`config.mk`:
```
export PLATFORM = sky130hd
export DESIGN_NAME = multicycle_control_fsm
export DESIGN_NICKNAME = d
export VERILOG_FILES = /design/src/rtl/multicycle_control_fsm.sv
export SDC_FILE = /design/constraint.sdc
export NUM_CORES = 1
export LEC_CHECK = 0
export ABC_AREA = 1
export CAP_MARGIN = 20
export CORE_ASPECT_RATIO = 0.6
export CORE_MARGIN = 4
export CORE_UTILIZATION = 49
export DETAILED_ROUTE_END_ITERATION = 7
export MAX_ROUTING_LAYER = met4
export PLACE_DENSITY_LB_ADDON = 0.1
export SYNTH_ARGS = -nofsm -noshare
export SYNTH_HDL_FRONTEND = slang
export SYNTH_SLANG_ARGS = --single-unit
export TNS_END_PERCENT = 100
```
`constraint.sdc`:
```
create_clock -name clk -period 1.5 [get_ports clk]
set_input_delay 0.3 -clock clk [delete_from_list [all_inputs] [get_ports clk]]
set_output_delay 0.3 -clock clk [all_outputs]
set_load 0.05 [all_outputs]
```
`src/rtl/multicycle_control_fsm.sv`:
```
// Control sequencer for a multicycle CPU datapath: walks each instruction through
// fetch/decode/execute/writeback states and counts retired instructions.
module multicycle_control_fsm #(
  parameter logic [2:0] LW_OP   = 3'b001,
  parameter logic [2:0] SW_OP   = 3'b010,
  parameter logic [2:0] J_OP    = 3'b011,
  parameter logic [2:0] ADD_OP  = 3'b100,
  parameter logic [2:0] ADDI_OP = 3'b101,
  parameter logic [2:0] SUB_OP  = 3'b110,
  parameter int         CNT_W   = 16
) (
  input  logic             clk,
  input  logic             rst,
  input  logic [2:0]       opcode,
  input  logic             mem_ready,
  output logic             pc_write,
  output logic             ir_write,
  output logic             i_or_d,
  output logic             mem_read,
  output logic             mem_write,
  output logic             reg_write,
  output logic             reg_dst,
  output logic             mem_to_reg,
  output logic             alu_src_a,
  output logic [1:0]       alu_src_b,
  output logic [1:0]       alu_op,
  output logic [1:0]       pc_source,
  output logic             illegal_op,
  output logic [3:0]       state,
  output logic [CNT_W-1:0] instr_retired
);

  typedef enum logic [3:0] {
    FETCH    = 4'd0,
    DECODE   = 4'd1,
    MEM_ADDR = 4'd2,
    MEM_RD   = 4'd3,
    WB_MEM   = 4'd4,
    MEM_WR   = 4'd5,
    EXEC_R   = 4'd6,
    WB_R     = 4'd7,
    EXEC_I   = 4'd8,
    WB_I     = 4'd9,
    JUMP     = 4'd10
  } state_t;

  state_t           state_q;
  logic [2:0]       op_q;
  logic [CNT_W-1:0] cnt_q;
  logic             op_legal;

  assign state         = state_q;
  assign instr_retired = cnt_q;

  always_comb begin
    op_legal = 1'b0;
    case (opcode)
      LW_OP, SW_OP, J_OP, ADD_OP, ADDI_OP, SUB_OP: op_legal = 1'b1;
      default:                                     op_legal = 1'b0;
    endcase
  end

  // NOTE: sequential state uses non-blocking assignments so every register
  // samples pre-edge values regardless of statement order.
  always_ff @(posedge clk or posedge rst) begin
    if (rst) begin
      state_q <= FETCH;
      op_q    <= '0;
      cnt_q   <= '0;
    end else begin
      case (state_q)
        FETCH:    if (mem_ready) state_q <= DECODE;
        DECODE: begin
          op_q <= opcode;
          case (opcode)
            LW_OP, SW_OP:    state_q <= MEM_ADDR;
            ADD_OP, SUB_OP:  state_q <= EXEC_R;
            ADDI_OP:         state_q <= EXEC_I;
            J_OP:            state_q <= JUMP;
            default:         state_q <= FETCH;
          endcase
        end
        // Uses the opcode captured in DECODE; the IR may already be changing.
        MEM_ADDR: state_q <= (op_q == LW_OP) ? MEM_RD : MEM_WR;
        MEM_RD:   if (mem_ready) state_q <= WB_MEM;
        MEM_WR: begin
          if (mem_ready) begin
            state_q <= FETCH;
            cnt_q   <= cnt_q + CNT_W'(1);
          end
        end
        EXEC_R:   state_q <= WB_R;
        EXEC_I:   state_q <= WB_I;
        WB_MEM, WB_R, WB_I, JUMP: begin
          state_q <= FETCH;
          cnt_q   <= cnt_q + CNT_W'(1);
        end
        default:  state_q <= FETCH;
      endcase
    end
  end

  // Outputs decode the current state; reset gates them off so no strobe leaks
  // out while the sequencer is held.
  // NOTE: every signal gets a default before the case so no latch is inferred.
  always_comb begin
    pc_write   = 1'b0;
    ir_write   = 1'b0;
    i_or_d     = 1'b0;
    mem_read   = 1'b0;
    mem_write  = 1'b0;
    reg_write  = 1'b0;
    reg_dst    = 1'b0;
    mem_to_reg = 1'b0;
    alu_src_a  = 1'b0;
    alu_src_b  = 2'b00;
    alu_op     = 2'b00;
    pc_source  = 2'b00;
    illegal_op = 1'b0;
    if (!rst) begin
      case (state_q)
        FETCH: begin
          mem_read  = 1'b1;
          alu_src_b = 2'b01;
          ir_write  = mem_ready;
          pc_write  = mem_ready;
        end
        DECODE:   illegal_op = !op_legal;
        MEM_ADDR: begin
          alu_src_a = 1'b1;
          alu_src_b = 2'b10;
        end
        MEM_RD: begin
          mem_read = 1'b1;
          i_or_d   = 1'b1;
        end
        WB_MEM: begin
          reg_write  = 1'b1;
          mem_to_reg = 1'b1;
        end
        MEM_WR: begin
          mem_write = 1'b1;
          i_or_d    = 1'b1;
        end
        EXEC_R: begin
          alu_src_a = 1'b1;
          alu_op    = 2'b10;
        end
        WB_R: begin
          reg_write = 1'b1;
          reg_dst   = 1'b1;
        end
        EXEC_I: begin
          alu_src_a = 1'b1;
          alu_src_b = 2'b10;
          alu_op    = 2'b11;
        end
        WB_I:     reg_write = 1'b1;
        JUMP: begin
          pc_write  = 1'b1;
          pc_source = 2'b10;
          alu_op    = 2'b01;
        end
        default: ;
      endcase
    end
  end

endmodule
```
==> results.tsv, run 1 <==
stage	metric	value	unit
logic_synthesis	area leader, netlist	dfrtp_1	
run_status	tool error	[ERROR DPL-0038] Utilization greater than 100%, impossible to legalize	
logic_synthesis	Post-Syn Area	0.001637	mm2
logic_synthesis	register area share after synthesis	35.17	%
cts	number of setup buffers added after CTS	8	
cts	CTS root buffer	clkbuf_8	
floorplan	Die Y	52.77	um
cts	H-tree levels	1	
floorplan	I/O pin total	42	
logic_synthesis	Post-synth top cells	nand2_1, nor2_1, nand3_1, inv_1, dfrtp_1	
logic_synthesis	post-synth top area share	35.17	%
logic_synthesis	Syn Nets	254	
logic_synthesis	Ys Warns	0	
logic_synthesis	ys async rst share	100.0	%
logic_synthesis	Main synth FF type	dfrtp_1	
cts	Post-CTS Resized	51	
floorplan	Die Width	82.61	um
logic_synthesis	Gate Count Post-Synth	247	
cts	# hold bufs at CTS	0	
logic_synthesis	count of cell types in the netlist	29	
floorplan	Initial Utilization	54.16	%
placed_design	port bufs	40	
floorplan	FP Rows	15	
cts	Clock Path Buffers	2	
logic_synthesis	synthesis-stage register bit count	23	
logic_synthesis	Post-synth EDFFs	0	
cts	# clock sinks	23	
logic_synthesis	top-count cell post-synth	nand2_1	
run_status	status	did not finish	
placed_design	Detail Placement HPWL	6.223	mm
cts	clock buffer count from CTS	3	
logic_synthesis	ranking of synthesized cells by area	dfrtp_1, nand2_1, nand3_1	
logic_synthesis	syn_area_per_cell	6.626	um2
placed_design	Placer Congestion	0.9386	
run_status	Failed at	clock tree synthesis (4_1_cts)	
## per-stage QoR
step | cell area, um2 | instances | setup WS, ns | utilization [%]
after floorplan | 1797 | 247 | -0.3836 | -
after global placement | 2943 | 370 | -0.2013 | 97.39
after detailed placement | 2943 | 370 | -0.2743 | 97.39
## cell families after synthesis
logic type	Yosys count	share of synthesized area [%]
other	1	0.2291
flip-flops	23	35.17
buffers and inverters	33	8.792
AO/OA/AOI/OAI	15	4.893
adder cells (fa/ha/maj)	1	0.7644
XOR/XNOR	8	4.282
AND/OR/NAND/NOR	166	45.87
==> run 2: changes to the inputs <==
--- a/config.mk
+++ b/config.mk
@@ -7,12 +7,10 @@
 export LEC_CHECK = 0
 export ABC_AREA = 1
 export CAP_MARGIN = 20
-export CORE_ASPECT_RATIO = 0.6
 export CORE_MARGIN = 4
-export CORE_UTILIZATION = 49
+export CORE_UTILIZATION = 40
 export DETAILED_ROUTE_END_ITERATION = 7
-export MAX_ROUTING_LAYER = met4
-export PLACE_DENSITY_LB_ADDON = 0.1
+export PLACE_DENSITY_LB_ADDON = 0.15
 export SYNTH_ARGS = -nofsm -noshare
 export SYNTH_HDL_FRONTEND = slang
 export SYNTH_SLANG_ARGS = --single-unit
==> run 2 against run 1 <==
The flow now finishes, with violations (setup timing). Synthesized cell count stayed put. Area after synthesis stayed put.
==> results.tsv, run 2 <==
stage	metric	value	unit	change
route	1st-pass router iterations	5		
power_and_ir_drop	sw frac	48.60	%	
logic_synthesis	Ys Warns	0		unchanged
layout	Largest register FFs	16		
layout	# diodes	0		
placed_design	Placer Congestion	0.8606		was 0.9386
power_and_ir_drop	Peak VDD IR	1.295	mV	
critical_path	Buf+Inv Stages, Crit Path	4		
route	wire per inst	20.34	um	
logic_synthesis	Post-synth top cells	nand2_1, nor2_1, nand3_1, inv_1, dfrtp_1		unchanged
logic_synthesis	post-synth top area share	35.17	%	unchanged
timing	PnR worst setup slack	-0.3819	ns	
critical_path	Critical Path RT	1.20	ns	
route	detailed-route wire length	8.055	mm	
layout	P&R area growth vs syn	111.5	%	
critical_path	crit-path cells	inv_2 -> nand2_4 -> buf_6 -> nor2_4 -> inv_2 -> a21oi_4 -> buf_12		
critical_path	crit end category	output pin		
floorplan	DIE AREA	0.005179	mm2	
critical_path	Startpoint Class	register		
cts	H-tree levels	1		unchanged
timing	Final Max Tran Viols	0		
route	Initial DRC Count	295		
run_status	status	finished, violations left		was did not finish
logic_synthesis	Syn Nets	254		unchanged
placed_design	placed inst area	0.002900	mm2	was 0.002943 mm2
timing	final setup skew	0.002040	ns	
route	DRT antenna net count	0		
floorplan	Die Y	71.97	um	was 52.77 um
timing	period utilization	125.5	%	
placed_design	port bufs	40		unchanged
timing	Max Clock Freq	531.4	MHz	
cts	CTS tree	yes		
layout	fraction of layout cells with a size suffix above 1	54.31	%	
layout	most common cell after layout, fill and taps aside	nand2_1		
hold_path	HP Class	reg -> reg		
logic_synthesis	Post-synth EDFFs	0		unchanged
run_status	violated checks	setup timing		
power_and_ir_drop	P_sw	0.002602	W	
flow_run	Max-Cap Viols	0		
logic_synthesis	synthesis-stage register bit count	23		unchanged
cts	# clock sinks	23		unchanged
cts	CTS root buffer	clkbuf_8		unchanged
layout	Final Util	91.11	%	
critical_path	most frequent CP cell	inv_2		
cts	clock buffer count from CTS	3		unchanged
timing	post-layout min period	1.882	ns	
logic_synthesis	count of cell types in the netlist	29		unchanged
critical_path	critical path peak fanout	6		
power_and_ir_drop	Comb pwr share	73.4	%	
floorplan	Core Box Area	0.003799	mm2	
power_and_ir_drop	Power, Total	0.005355	W	
route	DR DRC count	0		
grt	vias in the first global route	2270		
power_and_ir_drop	clock share of power	7.6	%	
cts	Clock Path Buffers	2		unchanged
power_and_ir_drop	PwrDens	1547	mW/mm2	
timing	total negative slack	-9.517	ns	
timing	Setup Viol. Count Final	33		
layout	fin area	0.003461	mm2	
route	vias per cell	5.879		
grt	total gr overflow	0		
floorplan	FP Rows	22		was 15
floorplan	Die Width	71.97	um	was 82.61 um
cts	later-pin clock latency in the skew report	0.27	ns	
floorplan	Initial Utilization	43.08	%	was 54.16%
timing	RSZ-0062 raised after global routing	true		
grt	total global-route track usage	26.65	%	
logic_synthesis	ys async rst share	100.0	%	unchanged
critical_path	CP Class	reg -> out		
layout	most frequent cells in the layout	nand2_1, buf_4, buf_12		
critical_path	CP top delay family	flip-flops		
power_and_ir_drop	share of power burned in registers	19.0	%	
layout	final net count	356		
grt	largest net degree at the start of global routing	24		
critical_path	slowest stage cell, crit path	dfrtp_2		
grt	initial antenna violation count	0		
power_and_ir_drop	Int Power	0.002752	W	
floorplan	I/O pin total	42		unchanged
power_and_ir_drop	Leakage	1.578	nW	
logic_synthesis	syn_area_per_cell	6.626	um2	unchanged
layout	register area	585.6	um2	
cts	# hold bufs at CTS	0		unchanged
logic_synthesis	Gate Count Post-Synth	247		unchanged
logic_synthesis	Main synth FF type	dfrtp_1		unchanged
layout	Filler cells	134		
logic_synthesis	ranking of synthesized cells by area	dfrtp_1, nand2_1, nand3_1		unchanged
logic_synthesis	area leader, netlist	dfrtp_1		unchanged
critical_path	Worst EP arrival	1.58	ns	
grt	first-pass GRT wire length	10.94	mm	
cts	clock-pin slew on the worst setup and hold paths	0.09	ns	
route	vias	2328		
placed_design	Detail Placement HPWL	3.884	mm	was 6.223 mm
layout	area occupied by multi-input gates	0.001318	mm2	
timing	final hold vios	0		
logic_synthesis	register area share after synthesis	35.17	%	unchanged
logic_synthesis	Post-Syn Area	0.001637	mm2	unchanged
logic_synthesis	top-count cell post-synth	nand2_1		unchanged
critical_path	max incr delay on CP	0.50	ns	
## run 2: cell counts after synthesis
Identical to the previous run, type by type.
## run 2: final timing paths
path | from | to | slack (ns) | cells after the start
worst max-delay path | state[1] | i_or_d | -0.38 | 7
worst min-delay path | op_q[2] | op_q[2] | 0.53 | 2
worst max register to register | state[1] | instr_retired[7] | -0.37 | 12
worst min register to register | op_q[2] | op_q[2] | 0.53 | 2
max in group asynchronous | rst | instr_retired[3] | 0.64 | 3
min in group asynchronous | rst | op_q[2] | 0.60 | 3
## run 2: cell type report
type / count / share of cell area [%]
timing repair buffer: 101 / 38.43
inverter: 28 / 3.435
tap: 48 / 1.735
clock buffer: 3 / 1.193
clock inverter: 1 / 0.2169
sequential: 23 / 16.92
multi-input combinational: 192 / 38.07
## run 2: tightest hold or removal path: stages, from the launching register on
cell and delay [ns]:
dfrtp_1 0.37, nand2_1 0.06, o21ai_1 0.06
## run 2: kinds of logic (layout without fill, tap and decap cells)
group,after synthesis,after routing,synth area share [%]
AND/OR/NAND/NOR,166,167,45.87
buffers and inverters,33,133,8.792
flip-flops,23,23,35.17
AO/OA/AOI/OAI,15,15,4.893
XOR/XNOR,8,8,4.282
adder cells (fa/ha/maj),1,1,0.7644
other,1,1,0.2291
## run 2: timing repair
action | CTS | global route
pin swaps | 28 | 16
endpoints found under the setup margin | 31 | 34
gates cloned | 2 | 0
gates resized for setup | 52 | 31
buffers inserted | 15 | 9
## run 2: per-layer routing
metal | up-vias | global-route usage (%) | wire length, um
li1 | 984 | - | -
met1 | 1105 | 31.67 | 2727
met2 | 184 | 46.22 | 4059
met3 | 55 | 5.540 | 742
met4 | 0 | 11.69 | 526
met5 | - | 0 | 0
## run 2: through the flow
stage,std cells,setup slack (ns),hold WS [ns]
after floorplan,247,-0.3836,0.3158
after global placement,371,-0.2018,0.4723
after detailed placement,371,-0.2566,0.4794
after CTS,392,-0.3076,0.5007
after global routing,396,-0.4449,0.5570
final,396,-0.3819,0.5288
## run 2: power by group through the flow
stage / registers, W / clock network, W / logic, W
2_1_floorplan: 0.00123 / 0 / 0.00131
3_3_place_gp: 0.000954 / 0 / 0.00290
3_5_place_dp: 0.000962 / 0 / 0.00295
4_1_cts: 0.000966 / 0.000403 / 0.00350
5_1_grt: 0.00103 / 0.000436 / 0.00409
6_report: 0.00102 / 0.000410 / 0.00393
Power figures use the tool's default switching activity.
